**src/rtl/game_round_controller.sv**
```systemverilog
// Round sequencer for the multimode counter game: loads each round, forwards the
// player's mode, tallies WINNER/LOSER outcomes and declares the game result.
module game_round_controller #(
  parameter int WIDTH         = 4,
  parameter int WINS_TO_END   = 3,
  parameter int LOSSES_TO_END = 3,
  parameter int ROUND_TIMEOUT = 32
) (
  input  logic                                 clk,
  input  logic                                 rst,
  input  logic                                 start,
  input  logic [WIDTH-1:0]                     seed,
  input  logic [1:0]                           mode_sel,
  input  logic                                 winner,
  input  logic                                 loser,
  output logic [1:0]                           ctrl_value,
  output logic [WIDTH-1:0]                     init_value,
  output logic                                 init,
  output logic [$clog2(WINS_TO_END+1)-1:0]     win_count,
  output logic [$clog2(LOSSES_TO_END+1)-1:0]   lose_count,
  output logic [7:0]                           round_num,
  output logic                                 busy,
  output logic                                 game_over,
  output logic                                 player_won
);

  localparam int WC_W  = $clog2(WINS_TO_END + 1);
  localparam int LC_W  = $clog2(LOSSES_TO_END + 1);
  localparam int TMO_W = $clog2(ROUND_TIMEOUT);
  localparam int EXT_W = (WIDTH > 8) ? WIDTH : 8;

  localparam logic [WC_W-1:0]  WIN_MAX  = WC_W'(WINS_TO_END);
  localparam logic [LC_W-1:0]  LOSE_MAX = LC_W'(LOSSES_TO_END);
  localparam logic [TMO_W-1:0] TMO_LAST = TMO_W'(ROUND_TIMEOUT - 1);

  typedef enum logic [2:0] {
    S_IDLE,
    S_LOAD,
    S_SETTLE,
    S_PLAY,
    S_ROUND_END,
    S_GAME_OVER
  } state_t;

  state_t           state_q, state_d;
  logic [WIDTH-1:0] seed_q, seed_d;
  logic [WC_W-1:0]  win_q, win_d;
  logic [LC_W-1:0]  lose_q, lose_d;
  logic [7:0]       round_q, round_d;
  logic             won_q, won_d;
  logic [1:0]       ctrl_q, ctrl_d;
  logic [WIDTH-1:0] ival_q, ival_d;
  logic [TMO_W-1:0] tmo_q, tmo_d;

  logic [7:0]       round_m1;
  logic [EXT_W-1:0] round_ext;
  logic [WIDTH-1:0] load_val;

  // Each round starts one count higher than the last, wrapping at the data width.
  always_comb begin
    round_m1  = round_q - 8'd1;
    round_ext = EXT_W'(round_m1);
    load_val  = seed_q + round_ext[WIDTH-1:0];
  end

  always_ff @(posedge clk or negedge rst) begin
    if (!rst) begin
      state_q <= S_IDLE;
      seed_q  <= '0;
      win_q   <= '0;
      lose_q  <= '0;
      round_q <= '0;
      won_q   <= 1'b0;
      ctrl_q  <= '0;
      ival_q  <= '0;
      tmo_q   <= '0;
    end else begin
      state_q <= state_d;
      seed_q  <= seed_d;
      win_q   <= win_d;
      lose_q  <= lose_d;
      round_q <= round_d;
      won_q   <= won_d;
      ctrl_q  <= ctrl_d;
      ival_q  <= ival_d;
      tmo_q   <= tmo_d;
    end
  end

  always_comb begin
    state_d = state_q;
    seed_d  = seed_q;
    win_d   = win_q;
    lose_d  = lose_q;
    round_d = round_q;
    won_d   = won_q;
    ctrl_d  = ctrl_q;
    ival_d  = ival_q;
    tmo_d   = tmo_q;
    case (state_q)
      S_IDLE, S_GAME_OVER: begin
        if (start) begin
          state_d = S_LOAD;
          seed_d  = seed;
          win_d   = '0;
          lose_d  = '0;
          round_d = 8'd1;
          won_d   = 1'b0;
        end
      end
      S_LOAD: begin
        state_d = S_SETTLE;
        tmo_d   = '0;
        ival_d  = load_val;
      end
      S_SETTLE: begin
        // Flags are deliberately not looked at here; they may be left over from the last round.
        state_d = S_PLAY;
        ctrl_d  = mode_sel;
      end
      S_PLAY: begin
        ctrl_d = mode_sel;
        tmo_d  = tmo_q + 1'b1;
        if (winner) begin
          state_d = S_ROUND_END;
          if (win_q != WIN_MAX) win_d = win_q + 1'b1;
        end else if (loser || (tmo_q == TMO_LAST)) begin
          state_d = S_ROUND_END;
          if (lose_q != LOSE_MAX) lose_d = lose_q + 1'b1;
        end
      end
      S_ROUND_END: begin
        if (win_q == WIN_MAX) begin
          state_d = S_GAME_OVER;
          won_d   = 1'b1;
        end else if (lose_q == LOSE_MAX) begin
          state_d = S_GAME_OVER;
          won_d   = 1'b0;
        end else begin
          state_d = S_LOAD;
          round_d = round_q + 8'd1;
        end
      end
      default: state_d = S_IDLE;
    endcase
  end

  always_comb begin
    init       = (state_q == S_LOAD);
    init_value = (state_q == S_LOAD) ? load_val : ival_q;
    ctrl_value = ((state_q == S_PLAY) || (state_q == S_ROUND_END)) ? ctrl_q : 2'd0;
    win_count  = win_q;
    lose_count = lose_q;
    round_num  = round_q;
    busy       = (state_q == S_LOAD) || (state_q == S_SETTLE) ||
                 (state_q == S_PLAY) || (state_q == S_ROUND_END);
    game_over  = (state_q == S_GAME_OVER);
    player_won = won_q;
  end

endmodule

```
**config.mk**
```make
export PLATFORM = sky130hd
export DESIGN_NAME = game_round_controller
export DESIGN_NICKNAME = d
export VERILOG_FILES = /design/src/rtl/game_round_controller.sv
export SDC_FILE = /design/constraint.sdc
export NUM_CORES = 1
export LEC_CHECK = 0
export BUFFER_PORTS_ARGS = -buffer_cell sky130_fd_sc_hd__buf_2
export CAP_MARGIN = 10
export CORE_ASPECT_RATIO = 0.8
export CORE_MARGIN = 5
export CORE_UTILIZATION = 29
export CTS_CLUSTER_DIAMETER = 30
export DETAILED_ROUTE_END_ITERATION = 10
export GPL_TIMING_DRIVEN = 0
export HOLD_SLACK_MARGIN = 0.08
export SLEW_MARGIN = 20
export SYNTH_ARGS = -nofsm -noshare
export SYNTH_HDL_FRONTEND = slang
export SYNTH_SLANG_ARGS = --single-unit
```
**constraint.sdc**
```tcl
create_clock -name clk -period 2 [get_ports clk]
set_input_delay 0.1 -clock clk [delete_from_list [all_inputs] [get_ports clk]]
set_output_delay 0.1 -clock clk [all_outputs]
set_load 0.1 [all_outputs]
```
==> summary.md, run 1 <==
| Metric | Value |
|---|---|
| Fin crit period | `2.286 ns` |
| Via density | `4.510` |
| Worst slew margin | `51.64%` |
| Post-synth ARST share | `100.0%` |
| Yosys cell types | `38` |
| FILL cells | `581` |
| Post-synth EDFFs | `0` |
| Cells after synthesis | `169` |
| CTS buffer count | `5` |
| Critical Path Slowest Stage Cell | `dfrtp_4` |
| Critical path arrival | `2.19 ns` |
| DRC viols | `0` |
| Failing checks | `setup timing` |
| Synth Area in Compound Gates | `between 10% and 20%` |
| Diode count | `0` |
| Post-Synth Adder-Cell Area | `under 10%` |
| Die H | `78.69 um` |
| Clock sink count | `31` |
| Largest fanout on the critical path | `2` |
| Buf/Inv on CP | `3` |
| Routing usage on met2 | `between 15 and 20%` |
| First-pass iteration count of the detailed router | `4` |
| Reg2Reg Depth | `9` |
| Achievable frequency | `437.5 MHz` |
| Syn Area/Cell | `10.12 um^2` |
| I/O pin count | `33` |
| Full die area | `around 7500 um^2` |
| Crit. End Element | `output port` |
| Post-synthesis simple-gate area fraction | `between 15 and 20%` |
| Post-synthesis xor/xnor area fraction | `3.072%` |
| TritonCTS clock tree | `yes` |
| Max-cap violation count | `0` |
| Tightest Hold Check Type | `in -> reg` |
| Crit path from | `round_num[1]` |
| Total track usage | `11.17%` |
| Clk buf depth | `2` |
| Post-Syn Area | `1710 um^2` |
| Crit path launch type | `flop` |
| Post-route ant nets | `0` |
| Crit-path cells | `inv_4 -> ha_4 -> inv_2 -> ha_4 -> fa_2 -> xnor2_2 -> xnor2_2 -> a21oi_4 -> buf_12` |
| Worst Tran Pin Value | `0.7254 ns` |
| Crit path depth | `9` |
| Post-synthesis mux area share | `under 10%` |
| Starting Density | `roughly 30%` |
| Ys Warns | `0` |
| R2R setup slack | `approximately 0.070 ns` |
| First-pass GRT wire length | `6486 um` |
| Syn Nets | `190` |
| Delay-heaviest family, CP | `adder cells` |
| Largest stage delay, worst path | `0.43 ns` |
| Top cells by area, synth | `dfrtp_1 45%, ha_1 6.6%, o21ai_0 5.3%, mux2_2 4.6%, nand2_1 3.1%` |
| Area delta synth->final | `39.80%` |
| Count of state elements after synthesis | `31` |
| Hold Vio Cnt, Final | `0` |
| Final setup viols | `2` |
| Reg2reg end | `ival_q[3]` |
| CTS Root Cell | `clkbuf_8` |
| Main combinational cell family by area after synthesis | `simple AND/OR/NAND/NOR gates` |
| Final Cycle Share | `114.3%` |
| Cell depth of the worst hold path | `3` |
| Status | `finished, violations left` |
| Initial antenna violation count | `0` |
| Via Count | `about 1400` |
| Reg2reg start | `round_num[1]` |
| NumNets Final | `between 200 and 250` |
| # port buffers | `32` |
| Final WL | `3915 um` |
| Busiest layer in global routing | `met2` |
| First-iteration detailed-routing DRC count | `36` |
| Dpl ws | `-0.2883 ns` |
| Vias in the first global route | `1357` |
| Fraction of layout cells with a size suffix above 1 | `about two fifths` |
| Kind of critical path | `reg -> out` |
| Total gr overflow | `0` |
| Final Max Tran Viols | `0` |
| DR WL/cell | `approximately 13 um` |
| Yosys top cell area share | `around 45%` |
| RSZ-0062 raised after global routing | `true` |
| Largest net degree at the start of global routing | `32` |
| CP required | `1.90 ns` |
| CP Capture Point | `init_value[3]` |
| Clk slew on worst S/H paths | `0.07 ns` |
| Worst Clk Skew | `0.01000 ns` |
| Cell taking the most area after synthesis | `dfrtp_1` |
| Rows | `25` |
| Met3 usage | `under 10%` |
| Die Wd | `95.86 um` |
| Placer Congestion | `0.7640` |
| Met1 usage | `about 15%` |
| H-tree Lvls | `2` |
| Register area share after synthesis | `45.35%` |
| Skew-Pair Late Insertion Delay | `0.28 ns` |
| Core ar. | `about 5800 um^2` |
| Synth Flop Type | `dfrtp_1` |
| Post-DP HPWL | `2793 um` |
| Fin worst setup slack | `-0.2856 ns` |
[layout by cell type, fill, tap and decap left out, types with 2 or more instances in the layout]
| master | instances |
|---|---|
| dfrtp_1 | 27 |
| nand3_1 | 4 |
| nand3b_1 | 3 |
| o21ai_0 | 17 |
| dfrtp_4 | 3 |
| ha_1 | 7 |
| a22o_1 | 6 |
| o22ai_1 | 4 |
| buf_12 | 4 |
| nor2b_1 | 4 |
| clkbuf_8 | 6 |
| mux2_2 | 5 |
| dlygate4sd3_1 | 7 |
| mux2_4 | 2 |
| clkbuf_2 | 3 |
| nor2_1 | 3 |
| and3_1 | 3 |
| nor3b_1 | 2 |
| inv_1 | 9 |
| clkbuf_1 | 2 |
| xnor2_1 | 2 |
| and2_1 | 3 |
| inv_2 | 2 |
| inv_4 | 2 |
| nor3_1 | 5 |
| buf_6 | 4 |
| xnor2_2 | 3 |
| ha_4 | 2 |
| a21oi_1 | 2 |
| nand2_1 | 14 |
| buf_4 | 9 |
| buf_2 | 26 |
[cells in the mapped netlist (2+ instances only)]
| library cell | instances |
|---|---|
| nand2b_1 | 2 |
| a21oi_1 | 3 |
| and3_1 | 3 |
| mux2_2 | 7 |
| and2_1 | 4 |
| nand2_1 | 14 |
| a22o_1 | 6 |
| nor3b_1 | 3 |
| o21ai_0 | 18 |
| o31ai_1 | 2 |
| clkbuf_1 | 5 |
| dfrtp_1 | 31 |
| inv_1 | 13 |
| nor2b_1 | 5 |
| nor3_1 | 5 |
| buf_6 | 3 |
| xnor2_1 | 5 |
| nand3b_1 | 3 |
| nor2_1 | 4 |
| o22ai_1 | 4 |
| nand3_1 | 4 |
| ha_1 | 9 |
[layout make-up]
type	count	area [um^2]	share of cell area, %
Inverter	13	53.80	2.250
Timing Repair Buffer	46	354.1	14.81
Sequential cell	31	788.3	32.97
Multi-Input combinational cell	117	944.7	39.51
Tap cell	81	101.3	4.239
Clock inverter	1	5.005	0.2093
Clock buffer	7	86.33	3.611
Buffer	8	57.56	2.407
[worst reg2reg max path: stages (launching register included)]
cell and delay (ns):
dfrtp_4 0.43, inv_4 0.04, ha_4 0.25, inv_2 0.03, ha_4 0.15, fa_2 0.35, xnor2_2 0.16, xnor2_2 0.20
a21oi_4 0.09, buf_4 0.13
[state kept, by name (all words and copies together), names as in the netlist]
register and count:
round_num 8, ctrl_q 2, tmo_q 5, player_won 1, seed_q 4, ival_q 4
state_q 3, win_count 2, lose_count 2
[what timing repair did]
action | in CTS | in global routing
buffers inserted | 5 | 2
pin swaps | 5 | 2
setup endpoints to repair | 7 | 8
hold endpoints to repair | 37 | 0
resized for setup | 16 | 14
hold buffers | 7 | 0
[worst min-delay path by stage]
stage / startpoint / to
finish: loser / state_q[2]
detailed placement: rst / seed_q[1]
global placement: rst / round_num[4]
CTS: loser / state_q[2]
global route: loser / state_q[2]
floorplan: rst / ctrl_q[0]
[kinds of logic (layout without fill, tap and decap cells)]
| family | after synthesis | after routing |
|---|---|---|
| multiplexers | 9 | 9 |
| AO/OA/AOI/OAI | 39 | 39 |
| flip-flops | 31 | 31 |
| XOR/XNOR | 6 | 6 |
| buffers and inverters | 21 | 75 |
| AND/OR/NAND/NOR | 53 | 53 |
| adder cells (fa/ha/maj) | 10 | 10 |
[per-layer routing]
layer / share of wire [%] / routed length (um)
met5: 0 / 0
met4: 0.31 / 12
met3: 5.1 / 198
met2: 45 / 1765
met1: 50 / 1938
[metrics by stage]
step | hold WS (ns) | setup TNS, ns | cells | instance area (um^2) | utilization, %
6_report | 0.1581 | -0.4762 | 304 | 2391 | 41.10
5_1_grt | 0.1742 | -0.6432 | 304 | 2391 | 41.10
4_1_cts | 0.1455 | -0.5484 | 302 | 2337 | 40.17
3_5_place_dp | 0.2122 | -0.4668 | 282 | 2092 | 35.96
3_3_place_gp | 0.2049 | -0.3917 | 282 | 2092 | 35.96
2_1_floorplan | -0.1956 | -1.376 | 169 | 1831 | -
Power of run 1 is not shown: default switching activity piles up to over one toggle a cycle in this logic, so the estimate is an artifact.
==> inputs of run 2 (changes only) <==
- CORE_UTILIZATION: 29 -> 54
- PLACE_DENSITY: not set -> 0.78
==> run 2 against run 1 <==
The run still ends with setup timing left. Via count grew 6.4%. Sequential share of layout area is 1.1 points higher. Cell count shrank 13%. Setup slack got worse by 0.051 ns. Hold slack gained 0.032 ns. Utilization is 34 points higher. Register-to-register slack better by 0.02 ns. Largest cell class unchanged.
==> summary.md, run 2 (same netlist as run 1, synthesis figures left out) <==
| Metric | Value |
|---|---|
| Status | `finished, violations left (unchanged)` |
| Failing checks | `setup timing (unchanged)` |
| Core ar. | `3063 um^2 (was 5818 um^2)` |
| TritonCTS clock tree | `yes (unchanged)` |
| Placed inst area | `2041 um^2 (was 2092 um^2)` |
| Placer Congestion | `0.7840 (was 0.7640)` |
| Via density | `5.548 (was 4.510)` |
| DR WL/cell | `15.83 um (was 12.88 um)` |
| Initial antenna violation count | `0 (unchanged)` |
| First-pass iteration count of the detailed router | `4 (unchanged)` |
| Fin worst setup slack | `-0.3369 ns (was -0.2856 ns)` |
| CTS Root Cell | `clkbuf_8 (unchanged)` |
| Total gr overflow | `0 (unchanged)` |
| NumNets Final | `243 (unchanged)` |
| Fin area | `2315 um^2 (was 2391 um^2)` |
| Worst slew margin | `53.80% (was 51.64%)` |
| Largest fanout on the critical path | `2 (unchanged)` |
| Post-DP HPWL | `2938 um (was 2793 um)` |
| Commonest non-fill, non-tap cell in the layout | `dfrtp_1 (unchanged)` |
| Worst Hold Launch | `loser (unchanged)` |
| Largest net degree at the start of global routing | `32 (unchanged)` |
| Kind of critical path | `reg -> out (unchanged)` |
| First-pass GRT wire length | `7010 um (was 6486 um)` |
| Total track usage | `21.14% (was 11.17%)` |
| Final Max Tran Viols | `0 (unchanged)` |
| Fraction of layout cells with a size suffix above 1 | `37.67% (was 38.57%)` |
| Dpl ws | `-0.3138 ns (was -0.2883 ns)` |
| Reg2reg start | `state_q[1] (was round_num[1])` |
| Crit path launch type | `flop (unchanged)` |
| CTS buffer count | `5 (unchanged)` |
| Max-cap violation count | `0 (unchanged)` |
| Clk slew on worst S/H paths | `0.07 ns (about the same)` |
| Starting Density | `55.84% (was 29.40%)` |
| WHS Endpoint | `state_q[2] (unchanged)` |
| Hold Vio Cnt, Final | `0 (unchanged)` |
| Final WL | `4162 um (was 3915 um)` |
| Skew-Pair Late Insertion Delay | `0.28 ns (about the same)` |
| Reg2Reg Depth | `7 (was 9)` |
| Reg2reg end | `round_num[2] (was ival_q[3])` |
| I/O pin count | `33 (unchanged)` |
| Die Wd | `72.92 um (was 95.86 um)` |
| Worst Tran Pin Value | `0.6929 ns (was 0.7254 ns)` |
| DRC viols | `0 (unchanged)` |
| TNS Setup | `-0.5573 ns (was -0.4762 ns)` |
| First-iteration detailed-routing DRC count | `78 (was 36)` |
| Crit. End Element | `output port (unchanged)` |
| Max reg flops | `8 (unchanged)` |
| Diode count | `0 (unchanged)` |
| Cell depth of the worst hold path | `3 (unchanged)` |
| Post-route ant nets | `0 (unchanged)` |
| H-tree Lvls | `2 (unchanged)` |
| Final setup viols | `2 (unchanged)` |
| Clock sink count | `31 (unchanged)` |
| # port buffers | `32 (unchanged)` |
| Full die area | `4400 um^2 (was 7543 um^2)` |
| CP required | `1.90 ns (about the same)` |
| Fin crit period | `2.337 ns (was 2.286 ns)` |
| RSZ-0062 raised after global routing | `true (unchanged)` |
| Commonest non-fill, non-tap cells in the layout | `27 x dfrtp_1, 26 x buf_2, 17 x o21ai_0, 14 x nand2_1, 10 x buf_4 (was 27 x dfrtp_1, 26 x buf_2, 17 x o21ai_0, 14 x nand2_1)` |
| Rows | `18 (was 25)` |
| Die H | `60.34 um (was 78.69 um)` |
| Via Count | `1459 (was 1371)` |
| Final Cycle Share | `116.8% (was 114.3%)` |
| Worst Clk Skew | `0.004701 ns (was 0.01000 ns)` |
| Vias in the first global route | `1458 (was 1357)` |
| Achievable frequency | `427.9 MHz (was 437.5 MHz)` |
| Area delta synth->final | `35.33% (was 39.80%)` |
| Critical path arrival | `2.24 ns (was 2.19 ns)` |
| Clk buf depth | `2 (unchanged)` |
| R2R setup slack | `0.09 ns (was 0.07 ns)` |
| Tightest Hold Check Type | `in -> reg (unchanged)` |
==> run 2: changes by cell type in the layout (fill, tap and decap cells not counted) <==
cell / before / now
clkbuf_1: 2 / 3
buf_4: 9 / 10
clkbuf_8: 6 / 5
buf_12: 4 / 3
and2_4: 1 / 0
and2_1: 3 / 4
==> run 2: worst max path at each step <==
stage	startpoint	to	slack [ns]
6_report	round_num[0]	init_value[3]	-0.34
3_5_place_dp	round_num[0]	init_value[3]	-0.31
2_1_floorplan	round_num[1]	ival_q[3]	-0.56
4_1_cts	round_num[1]	init_value[3]	-0.36
3_3_place_gp	round_num[0]	init_value[3]	-0.26
5_1_grt	round_num[0]	init_value[3]	-0.39
==> run 2: final cells by class <==
class,instances,area (um^2)
fillers,228,748.2
clock buffers,7,76.32
clock inverters,1,5.005
repair buffers,46,341.6
flip-flops and latches,31,788.3
plain buffers,8,57.56
inverters,13,53.80
multi-input cells,117,942.2
well taps,40,50.05
==> run 2: critical path, stage by stage, from the launching register on <==
cell and delay, ns:
dfrtp_4 0.50, inv_4 0.07, ha_1 0.15, inv_2 0.05
ha_4 0.15, fa_2 0.36, xnor2_2 0.16, xnor2_2 0.16
a21oi_4 0.17, buf_12 0.19
==> run 2: metal layers <==
| layer | up-vias | global-route usage [%] | routed length (um) |
|---|---|---|---|
| met1 | 701 | 26.80 | 1735 |
| met2 | 47 | 35.09 | 2108 |
| met4 | 0 | 9.737 | 117 |
| met3 | 15 | 4.636 | 200 |
| met5 | - | 0 | 0 |
| li1 | 696 | - | - |
==> run 2: timing repair <==
item,CTS,global route
hold endpoints to repair,37,0
pin swaps,4,3
hold buffers,7,0
resized for setup,17,9
setup buffers,4,3
endpoints found under the setup margin,7,7
==> run 2: metrics by stage <==
step,std cells,hold slack [ns],util [%]
floorplan,169,-0.1956,-
global placement,241,0.1739,66.63
detailed placement,241,0.1973,66.63
CTS,260,0.1784,74.06
global route,263,0.2182,75.57
finish,263,0.1898,75.57
Power of run 2 is left out for the same reason.
==> inputs of run 3 (changes only) <==
- BUFFER_PORTS_ARGS: -buffer_cell sky130_fd_sc_hd__buf_2 -> not set
- CORE_UTILIZATION: 54 -> 56
- DONT_BUFFER_PORTS: not set -> 1
- PLACE_DENSITY: 0.78 -> 0.74
- clock period: 2 -> 2.12 ns (I/O delays scaled with it)
==> run 3 against run 2 <==
The flow still finishes with violations (setup timing). Utilization shrank 2.2 points. Critical path depth shrank 1. Via count shrank 8.4%. Routed wire length shrank 5.2%. Hold slack lost 0.069 ns. Register-to-register slack lost 0.58 ns. Count of clock-buffer cells in the layout is the same. Cell count shrank 11%. Global-route usage shrank 0.67 points. Cell area shrank 4.3%. Highest routed layer unchanged.
==> summary.md, run 3 (same netlist as run 1, synthesis figures left out) <==
| Metric | Value |
|---|---|
| CP required | `2.01 ns (was 1.90 ns)` |
| Placer Congestion | `0.8093 (was 0.7840)` |
| First-iteration detailed-routing DRC count | `85 (was 78)` |
| Rows | `18 (unchanged)` |
| Initial antenna violation count | `0 (unchanged)` |
| DR WL/cell | `16.86 um (was 15.83 um)` |
| Worst Clk Skew | `0.009343 ns (was 0.004701 ns)` |
| DRC viols | `0 (unchanged)` |
| Hold Vio Cnt, Final | `0 (unchanged)` |
| Post-layout util | `73.38% (was 75.57%)` |
| Worst slew margin | `27.58% (was 53.80%)` |
| Skew-Pair Late Insertion Delay | `0.28 ns (about the same)` |
| Crit path launch type | `flop (unchanged)` |
| Core ar. | `3018 um^2 (was 3063 um^2)` |
| Tightest Hold Check Type | `in -> reg (unchanged)` |
| R2R setup slack | `-0.49 ns (was 0.09 ns)` |
| Kind of critical path | `reg -> out (unchanged)` |
| Placed inst area | `1887 um^2 (was 2041 um^2)` |
| H-tree Lvls | `2 (unchanged)` |
| Multi-input logic area | `970.9 um^2 (was 942.2 um^2)` |
| Fin area | `2215 um^2 (was 2315 um^2)` |
| Starting Density | `56.67% (was 55.84%)` |
| Vias in the first global route | `1347 (was 1458)` |
| RSZ-0062 raised after global routing | `true (unchanged)` |
| Via Count | `1336 (was 1459)` |
| Placed instance count | `209 (was 241)` |
| Final WL | `3946 um (was 4162 um)` |
| Worst Tran Pin Value | `1.086 ns (was 0.6929 ns)` |
| Full die area | `4266 um^2 (was 4400 um^2)` |
| TNS Setup | `-1.719 ns (was -0.5573 ns)` |
| Total track usage | `20.47% (was 21.14%)` |
| Max-cap violation count | `0 (unchanged)` |
| Failing checks | `setup timing (unchanged)` |
| Die Wd | `71.79 um (was 72.92 um)` |
| Status | `finished, violations left (unchanged)` |
| Clk slew on worst S/H paths | `0.07 ns (about the same)` |
| Commonest non-fill, non-tap cell in the layout | `dfrtp_1 (unchanged)` |
| Total gr overflow | `0 (unchanged)` |
| CTS buffer count | `5 (unchanged)` |
| Critical path arrival | `2.70 ns (was 2.24 ns)` |
| Post-route ant nets | `0 (unchanged)` |
| Final Cycle Share | `132.5%` |
| Max reg flops | `8 (unchanged)` |
| Fin crit period | `2.809 ns` |
| Finished Layout Cells | `234 (was 263)` |
| I/O pin count | `33 (unchanged)` |
| Area taken by flip-flops and latches | `794.5 um^2 (was 788.3 um^2)` |
| Commonest non-fill, non-tap cells in the layout | `22 x dfrtp_1, 18 x o21ai_0, 14 x nand2_1, 10 x dlygate4sd3_1, 9 x inv_1 (was 27 x dfrtp_1, 26 x buf_2, 17 x o21ai_0, 14 x nand2_1, 10 x buf_4)` |
| Crit. End Element | `output port (unchanged)` |
| FILL cells | `217 (was 228)` |
| Achievable frequency | `356.1 MHz` |
| Via density | `5.709 (was 5.548)` |
| Fraction of layout cells with a size suffix above 1 | `29.90% (was 37.67%)` |
| Fin worst setup slack | `-0.6885 ns (was -0.3369 ns)` |
| Final Max Tran Viols | `0 (unchanged)` |
| First-pass GRT wire length | `6672 um (was 7010 um)` |
| Final setup viols | `6 (was 2)` |
| Diode count | `0 (unchanged)` |
| Post-DP HPWL | `2577 um (was 2938 um)` |
| TritonCTS clock tree | `yes (unchanged)` |
| Largest net degree at the start of global routing | `32 (unchanged)` |
| Clk buf depth | `2 (unchanged)` |
| CTS Root Cell | `clkbuf_8 (unchanged)` |
| Die H | `59.43 um (was 60.34 um)` |
| NumNets Final | `214 (was 243)` |
| First-pass iteration count of the detailed router | `4 (unchanged)` |
| Clock sink count | `31 (unchanged)` |
| Area delta synth->final | `29.48% (was 35.33%)` |
| # port buffers | `0 (was 32)` |
| Largest fanout on the critical path | `4 (was 2)` |
-- run 3: final cells by class --
cell class              instances  area share, %
multi-input cells             117          43.84
flip-flops and latches         31          35.88
repair buffers                 17          7.627
plain buffers                   8          4.294
clock buffers                   7          3.446
inverters                      13          2.429
well taps                      40          2.260
clock inverters                 1         0.2260
-- run 3: per-stage QoR --
step | hold WS (ns) | worst slack, ns
5_1_grt | 0.1359 | -0.7731
4_1_cts | 0.1188 | -0.7130
6_report | 0.1205 | -0.6885
2_1_floorplan | -0.1896 | -0.4416
3_3_place_gp | -0.1886 | -0.5058
3_5_place_dp | -0.1889 | -0.5089
-- run 3: timing repair --
action	in CTS	in global routing
setup endpoints to repair	16	14
hold buffers	11	0
setup buffers	6	0
endpoints found under the hold margin	40	0
pin swaps	7	1
gates resized for setup	21	5
-- run 3: critical path, cell delays in order, from the launching register on --
cell and delay (ns):
dfrtp_4 0.64, inv_4 0.07, ha_4 0.27, inv_2 0.03, ha_4 0.14, fa_2 0.35, xnor2_2 0.15, xnor2_2 0.16
a21oi_4 0.60
-- run 3: worst paths after layout --
path / from / end / cells after the start
setup / recovery: round_num[1] / init_value[3] / 8
hold / removal: winner / lose_count[1] / 2
setup reg to reg: round_num[1] / ival_q[3] / 8
hold reg to reg: tmo_q[4] / tmo_q[4] / 2
max in group asynchronous: rst / round_num[2] / 2
min in group asynchronous: rst / ctrl_q[1] / 2
-- run 3: metal layers --
layer,vias to the layer above,global-route usage [%],wire length (um)
met2,38,32.07,1857
met1,651,26.80,1777
met5,-,0,0
met4,0,8.043,47
met3,5,6.102,263
li1,642,-,-
Power of run 3 is left out for the same reason.
